## src/rtl/sim_host_dev.sv

```systemverilog
// rtl/sim_host_dev.sv - simulation host device: exit latch, console FIFO, 64-bit cycle counter
// Optional watchdog built when SIM_HOST_WATCHDOG_EN is defined.
module sim_host_dev #(
   parameter int unsigned     XLEN        = 32,
   parameter logic [XLEN-1:0] BASE_ADR    = '0,
   parameter int unsigned     CON_DEPTH   = 16,
   parameter int unsigned     WDOG_CYCLES = 1_000_000
) (
   input  logic            clk,
   input  logic            rst,
   input  logic            r_v,
   input  logic            w_v,
   input  logic [XLEN-1:0] adr,
   input  logic [XLEN-1:0] data,
   input  logic [3:0]      strobe,
   output logic [XLEN-1:0] resp,
   output logic            resp_valid,
   output logic            done,
   output logic [XLEN-1:0] exit_code,
   output logic            timeout,
   output logic            con_v,
   output logic [7:0]      con_data,
   input  logic            con_rdy
);

   localparam int unsigned PW = $clog2(CON_DEPTH);
   localparam int unsigned CW = PW + 1;

   logic            resp_valid_q, done_q, timeout_q, ovf_q;
   logic [XLEN-1:0] resp_q, exit_q;
   logic [63:0]     cyc_q, cyc_d;
   logic [31:0]     shadow_q;
   logic [PW-1:0]   wp_q, rp_q;
   logic [CW-1:0]   cnt_q, cnt_d;
   logic [7:0]      mem_q [CON_DEPTH];

   logic            hit, wr, rd, push, pop, push_ok, exit_wr, expire;
   logic [2:0]      sel;
   logic [15:0]     free_slots;
   logic [XLEN-1:0] rdata;

   always_comb begin
      hit        = adr[XLEN-1:5] == BASE_ADR[XLEN-1:5];
      sel        = adr[4:2];
      wr         = hit && w_v;
      rd         = hit && r_v && !w_v;
      exit_wr    = wr && (sel == 3'd0) && !done_q;
      push       = wr && (sel == 3'd1) && strobe[0];
      pop        = (cnt_q != '0) && con_rdy;
      // A pop frees the slot the same-cycle push lands in, so a full FIFO still accepts.
      push_ok    = push && ((cnt_q != CW'(CON_DEPTH)) || pop);
      cnt_d      = cnt_q + CW'(push_ok) - CW'(pop);
      cyc_d      = done_q ? cyc_q : cyc_q + 64'd1;
      free_slots = 16'(CW'(CON_DEPTH) - cnt_q);
      rdata      = '0;
      case (sel)
         3'd1:    rdata = XLEN'({ovf_q, 15'b0, free_slots});
         3'd2:    rdata = XLEN'(cyc_q[31:0]);
         3'd3:    rdata = XLEN'(shadow_q);
         default: rdata = '0;
      endcase
   end

`ifdef SIM_HOST_WATCHDOG_EN
   logic [31:0] wdog_q;
   logic        kick;

   assign kick   = wr && (sel == 3'd4);
   assign expire = !done_q && (wdog_q == WDOG_CYCLES);

   always_ff @(posedge clk) begin
      if (rst)          wdog_q <= '0;
      else if (kick)    wdog_q <= '0;
      else if (!done_q) wdog_q <= wdog_q + 32'd1;
   end
`else
   logic unused_wdog;
   assign expire      = 1'b0;
   assign unused_wdog = ^WDOG_CYCLES;
`endif

   always_ff @(posedge clk) begin
      if (rst) begin
         resp_valid_q <= 1'b0;
         resp_q       <= '0;
         done_q       <= 1'b0;
         exit_q       <= '0;
         timeout_q    <= 1'b0;
         ovf_q        <= 1'b0;
         cyc_q        <= '0;
         shadow_q     <= '0;
         wp_q         <= '0;
         rp_q         <= '0;
         cnt_q        <= '0;
      end else begin
         resp_valid_q <= hit && (r_v || w_v);
         resp_q       <= rd ? rdata : '0;
         cyc_q        <= cyc_d;
         cnt_q        <= cnt_d;
         if (exit_wr) begin
            done_q <= 1'b1;
            exit_q <= data;
         end else if (expire) begin
            done_q    <= 1'b1;
            timeout_q <= 1'b1;
            exit_q    <= XLEN'(32'hDEAD_0001);
         end
         if (rd && (sel == 3'd2)) shadow_q <= cyc_q[63:32];
         if (push && !push_ok)    ovf_q    <= 1'b1;
         if (push_ok)             wp_q     <= wp_q + 1'b1;
         if (pop)                 rp_q     <= rp_q + 1'b1;
      end
   end

   always_ff @(posedge clk) begin
      if (push_ok) mem_q[wp_q] <= data[7:0];
   end

   logic unused_bits;
   assign unused_bits = ^{adr[1:0], strobe[3:1]};

   assign resp       = resp_q;
   assign resp_valid = resp_valid_q;
   assign done       = done_q;
   assign exit_code  = exit_q;
   assign timeout    = timeout_q;
   assign con_v      = cnt_q != '0;
   assign con_data   = con_v ? mem_q[rp_q] : 8'h00;

endmodule
```

## config.mk

```make
export PLATFORM = sky130hd
export DESIGN_NAME = sim_host_dev
export DESIGN_NICKNAME = d
export VERILOG_FILES = /design/src/rtl/sim_host_dev.sv
export SDC_FILE = /design/constraint.sdc
export NUM_CORES = 1
export LEC_CHECK = 0
export CORE_ASPECT_RATIO = 0.7
export CORE_MARGIN = 1.5
export CORE_UTILIZATION = 37
export CTS_BUF_LIST = sky130_fd_sc_hd__clkbuf_4 sky130_fd_sc_hd__clkbuf_8
export CTS_CLUSTER_DIAMETER = 50
export CTS_CLUSTER_SIZE = 28
export DETAILED_ROUTE_END_ITERATION = 8
export PLACE_DENSITY = 0.65
export SYNTH_ARGS = -nofsm -noshare
export SYNTH_HDL_FRONTEND = slang
export SYNTH_SLANG_ARGS = --single-unit
```

## constraint.sdc

```tcl
create_clock -name clk -period 3.2 [get_ports clk]
set_clock_uncertainty 0.1 [all_clocks]
set_input_delay 0.48 -clock clk [delete_from_list [all_inputs] [get_ports clk]]
set_output_delay 0.48 -clock clk [all_outputs]
set_load 0.02 [all_outputs]
```

---- Word level (Yosys, flattened, before mapping) ----
Memory sizes are Yosys's and may differ from the RTL's. A register that Yosys moved wholly into a read port is not among the register bits.
Cells that the tools add are included.
storage, ports and cells
  bits in registers ....................... 176
  RAM bits ................................ 128
  input bits .............................. 73
  output and inout port bits .............. 76
  memories ................................ 1
memory list
  memory  depth  width  read ports  clocked after memory_dff  wr ports  RTL line  text
  mem_q   16     8      1           1                         1         35        logic [7:0] mem_q [CON_DEPTH];
cells by class
  $add $sub $neg .......................... 6
  equality and inequality tests ........... 4
  muxes and demuxes ....................... 6
  bitwise gates (word level) .............. 1
  reductions and logical operators ........ 21
operator list
  cell                                                  count
  one-hot mux 32 bit (3 select lines)                   1
  adder 64 x 1 -> 64 bit (second input constant)        1
  logical NOT 27 bit                                    1
  logical AND 1 bit                                     12
  adder 4 x 1 -> 4 bit (second input constant)          2
  two-way mux 4 bit                                     2
  two-way mux 8 bit                                     1
  equality test 3 x 2 -> 1 bit (second input constant)  2
  subtractor 5 x 5 -> 6 bit (first input constant)      1
  adder 5 x 1 -> 5 bit                                  1
  != test 5 bit (second input constant)                 1
  nonzero test 5 bit                                    1
  subtractor 5 x 1 -> 5 bit                             1
  equality test 3 x 1 -> 1 bit (second input constant)  1
  logical NOT 1 bit                                     3
  logical NOT 3 bit                                     1
  logical OR 1 bit                                      2
  two-way mux 1 bit                                     2
  OR reduction 2 bit                                    1
  inverter 1 bit                                        1

---- Logic depth before layout (Yosys ltp) ----
Gate-level depths: netlist of run 1.
  depth after elaboration ................. 7
  gate-level depth with buffers ........... 16
  mapped depth without buffers ............ 16

---- Worst setup path after synthesis of run 1 ----
Ideal clock, no wire load.
  path type ............................... reg-to-reg
  from .................................... register cnt_q[1]
  to ...................................... register cnt_q[4]
  setup time .............................. 0.128 ns
  arrival ................................. 3.211 ns
  required time ........................... 2.972 ns
  slack ................................... -0.239 ns
  cell stages (with the launch flop) ...... 17
  buffers on the path ..................... 0
  clock period less this slack ............ 3.439 ns
  cells stage by stage .................... dfxtp_1 -> inv_1 -> ha_1 -> and2_1 -> ha_1 -> nand2b_1 -> and2_1 -> nor4_2 -> inv_1 -> ha_1 -> inv_1 -> ha_1 -> fa_1 -> a21oi_1 -> o21bai_1 -> xnor2_1 -> nor2_1
on the way
  word-level cells in the longest chain between the ends .. 6
  elaborated cells on any way between the ends .. 7
  classes of those cells .................. add/sub: 2; eq/ne: 1; reduce/logical: 4
ends and longest elaborated chain
  what                         RTL line  text
  start, declared              34        logic [CW-1:0] cnt_q, cnt_d;
  start signal, assigned       99        cnt_q <= cnt_d;
  nonzero test 5 bit           49        pop = (cnt_q != '0) && con_rdy;
  logical AND 1 bit            49
  logical OR 1 bit             51        push_ok = push && ((cnt_q != CW'(CON_DEPTH)) || pop);
  logical AND 1 bit            51
  adder 5 x 1 -> 5 bit         52        cnt_d = cnt_q + CW'(push_ok) - CW'(pop);
  subtractor 5 x 1 -> 5 bit *  52
Mark *: on every way between the ends. The rest lies on a longest branch, timed or not.
A chain may end at the register's enable or synchronous reset.

==> results of run 1 <==
-- area by class of cell --
type / count / area (um^2) / area share [%]
clock inverters: 24 / 385.4 / 2.424
repair buffers: 210 / 2108 / 13.26
well taps: 435 / 544.3 / 3.423
multi-input cells: 651 / 4863 / 30.59
flip-flops and latches: 308 / 7455 / 46.88
clock buffers: 34 / 461.7 / 2.904
inverters: 22 / 82.58 / 0.5194
-- where the power goes --
part | total, mW | internal [mW] | switching (mW) | leakage (nW)
Clock | 3.21 | 1.63 | 1.58 | 0.425
Sequential | 4.19 | 4.14 | 0.0471 | 2.60
Combinational | 2.01 | 1.11 | 0.892 | 2.25
Total | 9.40 | 6.88 | 2.52 | 5.27
-- worst min-delay path by stage --
stage,start,to,slack (ns)
floorplan,ovf_q,ovf_q,0.33
global placement,cyc_q[63],cyc_q[63],0.37
detailed placement,shadow_q[23],shadow_q[23],0.38
CTS,rst,resp[0],0.30
global route,data[16],exit_code[16],0.32
finish,rst,resp[0],0.36
-- timing repair --
item	in CTS	in global routing
gates resized for setup	66	7
endpoints found under the setup margin	9	10
cloned	4	0
pin swaps	3	0
buffers inserted	3	0
endpoints found under the hold margin	0	0
-- cell usage in the layout (no fill, tap or decap), types with 9 or more instances in the layout --
cell / n
clkbuf_8: 33
mux2i_1: 82
clkdlybuf4s50_1: 131
mux4_2: 40
buf_4: 56
nor3_1: 13
nand3_1: 23
nor2_2: 10
or3_1: 16
and2_4: 9
buf_6: 10
dfxtp_1: 176
nand4_1: 29
a21o_1: 12
edfxtp_1: 128
nor2_1: 164
o31ai_1: 14
o21ai_0: 20
nand2_1: 34
a21oi_1: 33
xnor2_1: 16
nor4_1: 11
a22oi_1: 17
xor2_1: 26
or4_1: 15
ha_1: 16
inv_1: 22
-- critical path: cells and delay by family (launching register included) --
family	cells	cell delay, ns
buffers and inverters	3	0.39
and+or+nand+nor	1	0.16
DFF	1	0.40
muxes	2	1.07
-- registers in the layout (all words and copies together), names as in the netlist, named ones only --
register,cells
mem_q,128
cyc_q,64
exit_code,32
resp,32
shadow_q,32
cnt_q,5
rp_q,4
wp_q,4
done,1
ovf_q,1
resp_valid,1
-- kinds of logic (layout without fill, tap and decap cells) --
| family | after synthesis | after routing | synth area share [%] |
|---|---|---|---|
| DFF | 308 | 308 | 59.18 |
| AOI/OAI and AO/OA | 101 | 101 | 4.971 |
| buffers and inverters | 81 | 290 | 2.585 |
| muxes | 125 | 125 | 13.95 |
| adders and majority gates | 18 | 18 | 1.849 |
| xor gates and xnor gates | 42 | 42 | 2.923 |
| and+or+nand+nor | 364 | 364 | 14.52 |
| other | 1 | 1 | 0.02980 |
-- layer usage --
layer  up-vias  wire, um  GRT usage [%]
li1       4149         -              -
met1      4127     14960          26.14
met2       303     12540          25.28
met3        51      2457          4.424
met4         0       896          5.019
met5         -         0              0
-- per-stage QoR --
| step | util, % | TNS (ns) | instances | cell area, um^2 |
|---|---|---|---|---|
| global route | 47.47 | -0.9102 | 1684 | 15900 |
| CTS | 47.43 | -0.5195 | 1684 | 15880 |
| floorplan | - | 0 | 1040 | 12600 |
| detailed placement | 44.32 | -4.012 | 1619 | 14840 |
| finish | 47.47 | -0.09259 | 1684 | 15900 |
| global placement | 44.32 | -1.612 | 1619 | 14840 |
==> run metrics, run 1 <==
status finished, violations left; failing checks negative setup slack; TritonCTS clock tree yes; count leader, synth dfxtp_1; EDFF count, synth roughly 130; row count between 50 and 60; fmax approximately 310 MHz; CP max stage delay 0.56 ns; die height between 150 and 200 um; Worst Hold Depth 4; port bufs 142; Critical Path RT 2.62 ns; VDD IR max between 0.3 and 0.4 mV; worst hold margin roughly 0.36 ns; Area contributors post-synth edfxtp_1, dfxtp_1, mux4_2; initial antenna violation count 0; sequential element share of the synthesized area 59.18%; final setup margin -0.03178 ns; Max-cap violations 0; main flop type after synthesis dfxtp_1; Vias 8630; slew margin rel. 31.99%; Static Leak 5.275 nW; Reg clk slew, reported paths 0.11 ns; die width around 220 um; commonest cells in the netlist dfxtp_1, nor2_1, edfxtp_1; Reg2Reg Launch Point cnt_q[0]; Final Critical Period roughly 3.2 ns; ANT cells 0; biggest area consumer among synthesized cells edfxtp_1; crit path kind flip-flop to primary output; Yosys top cell area share a little under a third; Worst-Skew Late Latency around 0.63 ns; share of layout cells above drive strength 1 about 18%; YS warnings 0; r2r setup slk about 0.18 ns; total gr overflow 0; final hold violation count 0; CTS Buf Count 31; Mapped Area 12580 um^2; worst min path class input pin to flip-flop; Post-DP HPWL 20720 um; R2R depth 16; max-slew violations 0; Pwr per Cell Area 591.3 nW/um^2; Post-CTS Hold Fix Bufs 0; total power about 9.4 mW; # setup viols final 5; nets 1315; Synth async-reset ratio 0%; Synth Instances between 1000 and 1500; Netlist cell types 50; post-DR vias/cell between 5 and 6; Initial DRT Pass Iterations 5; worst endpoint data arrival time approximately 2.7 ns; clock buffer depth 3; critical path startpoint category flip-flop; Std-Cell Core Area about 33000 um^2; largest net degree at the start of global routing 93; Mapped Avg Cell Area roughly 12 um^2; clk root buf clkbuf_8; synthesized flop and latch total 308; Avg WL per Cell around 18 um; Starting DRT DRC Count slightly above 600; initial core utilization a little under two fifths; H-tree Lvls 1; first-pass GRT wire length between 40000 and 50000 um; gpl congestion slightly above 0.8; critical path peak fanout 5; DR DRC count 0; Post-Route WL between 30000 and 40000 um; critical-path cell list buf_12 -> buf_16 -> mux4_2 -> mux4_2 -> and2_4 -> buf_6; clk sinks 308; Tot GR Track Use 17.62%; CP Capture Type primary output; Layout area overhead 26.35%; num ports 149; number of global-route vias before repair approximately 8500; slowest stage cell, crit path mux4_2; final period utilization 101.0%; Worst Tran Pin Value around 1 ns; RSZ-0062 raised after global routing yes; most used cell, CP mux4_2; Final ANT Viol Nets 0; Layout fillers 2979; capture point of the worst reg-to-reg path cnt_q[4]; Worst Setup EP con_data[0]; Die Area ~35000 um^2; post-synth net total around 1100; Place WS -0.4042 ns
Power figures use the tool's default switching activity.
==> run 2: changes to the inputs <==
--- a/config.mk
+++ b/config.mk
@@ -12,6 +12,7 @@
 export CTS_CLUSTER_DIAMETER = 50
 export CTS_CLUSTER_SIZE = 28
 export DETAILED_ROUTE_END_ITERATION = 8
+export HOLD_SLACK_MARGIN = 0.02
 export PLACE_DENSITY = 0.65
 export SYNTH_ARGS = -nofsm -noshare
 export SYNTH_HDL_FRONTEND = slang
==> results of run 2 <==
The final DEF is identical to that of run 1; final timing and power are the same.
